==> config.mk <==
export PLATFORM = sky130hd
export DESIGN_NAME = sal_rd_resp
export DESIGN_NICKNAME = d
export VERILOG_FILES = /design/src/rtl/sal_rd_resp.sv
export SDC_FILE = /design/constraint.sdc
export NUM_CORES = 2
export LEC_CHECK = 0
export CELL_PAD_IN_SITES_DETAIL_PLACEMENT = 0
export CELL_PAD_IN_SITES_GLOBAL_PLACEMENT = 1
export CORE_MARGIN = 2
export CORE_UTILIZATION = 40
export CTS_BUF_LIST = sky130_fd_sc_hd__clkbuf_16
export DETAILED_ROUTE_END_ITERATION = 8
export PLACE_DENSITY_LB_ADDON = 0.08
export SLEW_MARGIN = 20
export SYNTH_ARGS = -nofsm -noshare
export SYNTH_HDL_FRONTEND = slang
export SYNTH_SLANG_ARGS = --single-unit
==> constraint.sdc <==
create_clock -name clk -period 11.45 [get_ports clk]
set_input_delay 2.8625 -clock clk [delete_from_list [all_inputs] [get_ports clk]]
set_output_delay 2.8625 -clock clk [all_outputs]
set_load 0.1 [all_outputs]
==> src/rtl/sal_rd_resp.sv <==
// sal_rd_resp: in-order DFI read data return onto AXI R with credit-based command flow control
module sal_rd_resp #(
  parameter int DATA_W = 64,
  parameter int ID_W = 4,
  parameter int BURST_LEN = 4,
  parameter int TAG_DEPTH = 8,
  parameter int DATA_DEPTH = 32
) (
  input  logic              clk,
  input  logic              rst,
  input  logic              rd_cmd_valid,
  input  logic [ID_W-1:0]   rd_cmd_id,
  output logic              rd_cmd_ready,
  input  logic              dfi_rddata_valid,
  input  logic [DATA_W-1:0] dfi_rddata,
  output logic              axi_rvalid,
  input  logic              axi_rready,
  output logic [ID_W-1:0]   axi_rid,
  output logic [DATA_W-1:0] axi_rdata,
  output logic [1:0]        axi_rresp,
  output logic              axi_rlast,
  output logic              err_ovf,
  output logic              err_spur
);
  localparam int TW = $clog2(TAG_DEPTH);
  localparam int DW = $clog2(DATA_DEPTH);
  localparam int BW = $clog2(BURST_LEN);
  localparam logic [DW:0] BL = (DW+1)'(BURST_LEN);
  localparam logic [DW:0] DD = (DW+1)'(DATA_DEPTH);
  logic [ID_W-1:0] tag_mem [TAG_DEPTH];
  logic [DATA_W-1:0] dat_mem [DATA_DEPTH];
  logic [TW:0] tw_ptr, tr_ptr;
  logic [DW:0] dw_ptr, dr_ptr, reserved, rx_pend;
  logic [BW-1:0] beat;
  logic tag_full, dat_full, acc, pop, cand, push;
  assign tag_full = tw_ptr[TW] != tr_ptr[TW] && tw_ptr[TW-1:0] == tr_ptr[TW-1:0];
  assign dat_full = dw_ptr[DW] != dr_ptr[DW] && dw_ptr[DW-1:0] == dr_ptr[DW-1:0];
  assign rd_cmd_ready = !rst && !tag_full && reserved <= DD - BL;
  assign axi_rvalid = !rst && dw_ptr != dr_ptr;
  assign axi_rdata = dat_mem[dr_ptr[DW-1:0]];
  assign axi_rid = tag_mem[tr_ptr[TW-1:0]];
  assign axi_rresp = 2'b00;
  assign axi_rlast = axi_rvalid && beat == BW'(BURST_LEN - 1);
  assign acc = rd_cmd_valid && rd_cmd_ready;
  assign pop = axi_rvalid && axi_rready;
  assign cand = dfi_rddata_valid && rx_pend != '0;
  assign push = cand && (!dat_full || pop);
  always_ff @(posedge clk) begin
    if (acc) tag_mem[tw_ptr[TW-1:0]] <= rd_cmd_id;
    if (push) dat_mem[dw_ptr[DW-1:0]] <= dfi_rddata;
  end
  always_ff @(posedge clk) begin
    if (rst) begin
      tw_ptr <= '0;
      tr_ptr <= '0;
      dw_ptr <= '0;
      dr_ptr <= '0;
      reserved <= '0;
      rx_pend <= '0;
      beat <= '0;
      err_ovf <= 1'b0;
      err_spur <= 1'b0;
    end else begin
      if (acc) tw_ptr <= tw_ptr + 1'b1;
      if (pop && axi_rlast) tr_ptr <= tr_ptr + 1'b1;
      if (push) dw_ptr <= dw_ptr + 1'b1;
      if (pop) dr_ptr <= dr_ptr + 1'b1;
      if (pop) beat <= beat + 1'b1;
      reserved <= reserved + (acc ? BL : '0) - {{DW{1'b0}}, pop && reserved != '0};
      rx_pend <= rx_pend + (acc ? BL : '0) - {{DW{1'b0}}, cand};
      err_ovf <= err_ovf || (cand && !push);
      err_spur <= err_spur || (dfi_rddata_valid && rx_pend == '0);
    end
  end
endmodule

==> impl_metrics.env <==
export IMPL_outcome="completed"
export IMPL_synth_seq_cells=2124
export IMPL_cts_setup_buffers=0
export IMPL_busiest_layer="met2"
export IMPL_synth_compound_area_share_pct=2.45
export IMPL_grt_max_degree=116
export IMPL_clkSinkCount=2124
export IMPL_drt_iter0_markers=3711
export IMPL_use_met3_pct=3.05
export IMPL_r2r_end="dat_mem[1][41]"
export IMPL_synth_top_area_share_pct=78.1
export IMPL_first_pass_iters=7
export IMPL_hold_path_depth=2
export IMPL_grtUsageMet1_pct=29.1
export IMPL_syn_inst=3422
export IMPL_finalHoldViolations=0
export IMPL_cts_buffers=221
export IMPL_synth_area_um2=79900
export IMPL_drive_gt1_share_pct=25.8
export IMPL_crit_chain="buf_4, or2_2, buf_4, o22ai_1, nor4_1, clkdlybuf4s50_1"
export IMPL_worst_path_max_fanout=34
export IMPL_globalplace_congestion=0.711
export IMPL_synth_top_area_cell="edfxtp_1"
export IMPL_io_pins=148
export IMPL_rrSetupSlack_ns=7.17
export IMPL_crit_top_cell="buf_4"
export IMPL_via_per_inst=5.80
export IMPL_grt_pass1_wl_mm=305
export IMPL_leakagePower_uw=0.0277
export IMPL_holdPathEnd="tw_ptr[3]"
export IMPL_drt_total_wl_mm=219
export IMPL_start_kind="flop"
export IMPL_relSlewSlack_pct=24.0
export IMPL_hpwl_mm=110
export IMPL_use_met2_pct=36.7
export IMPL_rsz0062_at_grt="no"
export IMPL_row_count=164
export IMPL_r2r_start="rx_pend[4]"
export IMPL_maxCapViolations=0
export IMPL_synth_top_family_by_area="multiplexers"
export IMPL_hold_class="reg2reg"
export IMPL_setup_viol=0
export IMPL_cts_resized=0
export IMPL_h_tree_depth=4
export IMPL_worst_slew_pin_slew_ns=1.14
export IMPL_hold_buffers=0
export IMPL_setup_tns_ns=0
export IMPL_multi_input_area_um2=15800
export IMPL_ys_types=59
export IMPL_numPlacedInstances=6140
export IMPL_port_buffer_count=145
export IMPL_synthTopCellsByArea="edfxtp_1 (78%), mux4_2 (15%), o22ai_1 (1.3%), dfxtp_1 (1.1%), a22oi_1 (0.64%)"
export IMPL_die_y_um=451
export IMPL_track_usage_pct=21.5
export IMPL_drc=0
export IMPL_seq_area_frac_synth_pct=79.3
export IMPL_fin_nets=3807
export IMPL_die_w_um=451
export IMPL_coreArea_um2=199000
export IMPL_cts_root_buf="clkbuf_16"
export IMPL_synthToLayoutAreaGrowth_pct=14.9
export IMPL_finalCritPeriodShare_pct=73.7
export IMPL_setup_worst_path_class="reg2out"
export IMPL_holdCritStartpoint="tw_ptr[3]"
export IMPL_cpPeakStageDelay_ns=1.29
export IMPL_crit_slowest_cell="clkdlybuf4s50_1"
export IMPL_power_density_nw_per_um2=202
export IMPL_initial_utilization_pct=40.1
export IMPL_synthFlopType="edfxtp_1"
export IMPL_worstPathRequired_ns=8.59
export IMPL_detail_route_wl_per_cell_um=33.4
export IMPL_muxShareOfSynthArea_pct=14.9
export IMPL_yosysWarnings=0
export IMPL_synth_xor_area_share_pct=0.296
export IMPL_layoutNonFillerInstCount=6552
export IMPL_syn_avg_cell_area_um2=23.4
export IMPL_peakVddDrop_mv=0.174
export IMPL_die_area_um2=203000
export IMPL_cts_tree="yes"
export IMPL_async_flop_share_pct=0
export IMPL_ant_nets=0
export IMPL_skew_ns=0.0220
export IMPL_synth_edf_count=2080
export IMPL_path_clk_slew_ns=0.06
export IMPL_end_kind="output pin"
export IMPL_cts_buffer_depth=3
export IMPL_grt_pass1_vias=39700
export IMPL_clk_latency_ns=0.87
export IMPL_seqCellArea_um2=63400
export IMPL_fillers=16400
export IMPL_antenna_found_initial=15
export IMPL_timing_fmax_ghz=0.119
export IMPL_vias=38000
export IMPL_rr_worst_depth=8
export IMPL_cp_arrival_ns=5.57
export IMPL_synth_adder_area_share_pct=0.410
export IMPL_synth_simple_area_share_pct=1.37
export IMPL_gr_total_overflow=0
export IMPL_fin_crit_ns=8.43
export IMPL_final_max_slew_viol_count=0
## sequential cells by signal, summed over array words and instances, names as in the netlist, named ones only
register	cells
reserved	6
err_spur	1
tw_ptr	4
beat	2
rx_pend	6
dr_ptr	6
err_ovf	1
dat_mem	2048
dw_ptr	6
tag_mem	32
tr_ptr	4
## worst max-delay path, delay by kind of cell (launching register included)
kind	cells	cell delay, ns
buf+inv	3	2.48
simple gates	2	1.41
flops	1	0.47
compound gates	1	0.25
## metal layers
layer / vias to the layer above / share of wire, % / wire [um]
li1: 15400 / - / -
met1: 21100 / 42 / 91200
met2: 1202 / 51 / 112000
met3: 305 / 5.2 / 11400
met4: 8 / 2.0 / 4450
met5: - / 0.025 / 55
## placed cells by master, fill, tap and decap left out, types with 20 or more instances in the layout
cell type / instances
edfxtp_1: 2080
mux4_2: 520
clkbuf_16: 223
o22ai_1: 163
clkdlybuf4s50_1: 135
buf_4: 95
a22oi_1: 68
inv_1: 65
clkinv_1: 61
clkinv_2: 47
dfxtp_1: 41
nor2_1: 38
nor4_1: 37
nor2_4: 32
ha_1: 23
nand4_1: 20
## how the worst max path moves through the flow
stage | start | end | slack, ns | cells after the start
finish | flop | axi_rdata[7] | 3.02 | 6
global route | flop | axi_rdata[7] | 2.83 | 6
CTS | flop | axi_rdata[60] | 2.70 | 6
detailed placement | rst | rd_cmd_ready | 3.38 | 5
global placement | rst | rd_cmd_ready | 3.35 | 5
floorplan | rst | axi_rlast | 3.14 | 3
## Yosys cell counts, types with 3 or more instances
| cell | n |
|---|---|
| a21o_1 | 4 |
| a21oi_1 | 14 |
| a22o_1 | 3 |
| a22oi_1 | 68 |
| and2_1 | 6 |
| and3_1 | 3 |
| buf_1 | 18 |
| buf_2 | 64 |
| buf_4 | 35 |
| buf_6 | 7 |
| clkbuf_1 | 62 |
| dfxtp_1 | 44 |
| edfxtp_1 | 2080 |
| ha_1 | 23 |
| inv_1 | 24 |
| mux2_2 | 6 |
| mux2i_1 | 12 |
| mux4_2 | 520 |
| nand2_1 | 16 |
| nand2b_1 | 4 |
| nand3_1 | 9 |
| nand3b_1 | 3 |
| nand4_1 | 20 |
| nor2_1 | 70 |
| nor2b_1 | 10 |
| nor3_1 | 16 |
| nor4_1 | 37 |
| nor4b_1 | 3 |
| o221ai_1 | 8 |
| o22a_1 | 8 |
| o22ai_1 | 163 |
| or3_1 | 5 |
| xnor2_1 | 19 |
| xor2_1 | 8 |
## cell type report
type	instances	share of cell area (%)
clock inverters	184	1.43
inverters	24	0.0981
multi-input cells	1089	17.2
clock buffers	223	6.08
repair buffers	249	2.53
well taps	2656	3.62
flip-flops and latches	2124	69.0
diodes	3	0.00818
## kinds of logic after synthesis
| group | after synthesis |
|---|---|
| buffers and inverters | 210 |
| other | 1 |
| adders and majority gates | 25 |
| and+or+nand+nor | 210 |
| xor gates and xnor gates | 27 |
| muxes | 539 |
| AOI/OAI and AO/OA | 286 |
| DFF | 2124 |
## through the flow
stage | instance area [um^2] | worst slack, ns | hold slack, ns | util (%) | power (uW)
after CTS | 91800 | 2.70 | 0.504 | 46.1 | 18700
final | 91800 | 3.02 | 0.501 | 46.1 | 18500
after global placement | 84900 | 3.35 | 0.483 | 42.6 | 11900
after global routing | 91800 | 2.83 | 0.545 | 46.1 | 19200
after floorplan | 79900 | 3.14 | 0.465 | - | 11100
after detailed placement | 84900 | 3.38 | 0.495 | 42.6 | 11900
## report_power, final
group | switching, uW | total (uW) | internal [uW]
Clock | 2970 | 6840 | 3870
Combinational | 1890 | 2900 | 1010
Sequential | 64.8 | 8790 | 8730
Total | 4930 | 18500 | 13600
Note: power is estimated with default switching activity, not from simulation.
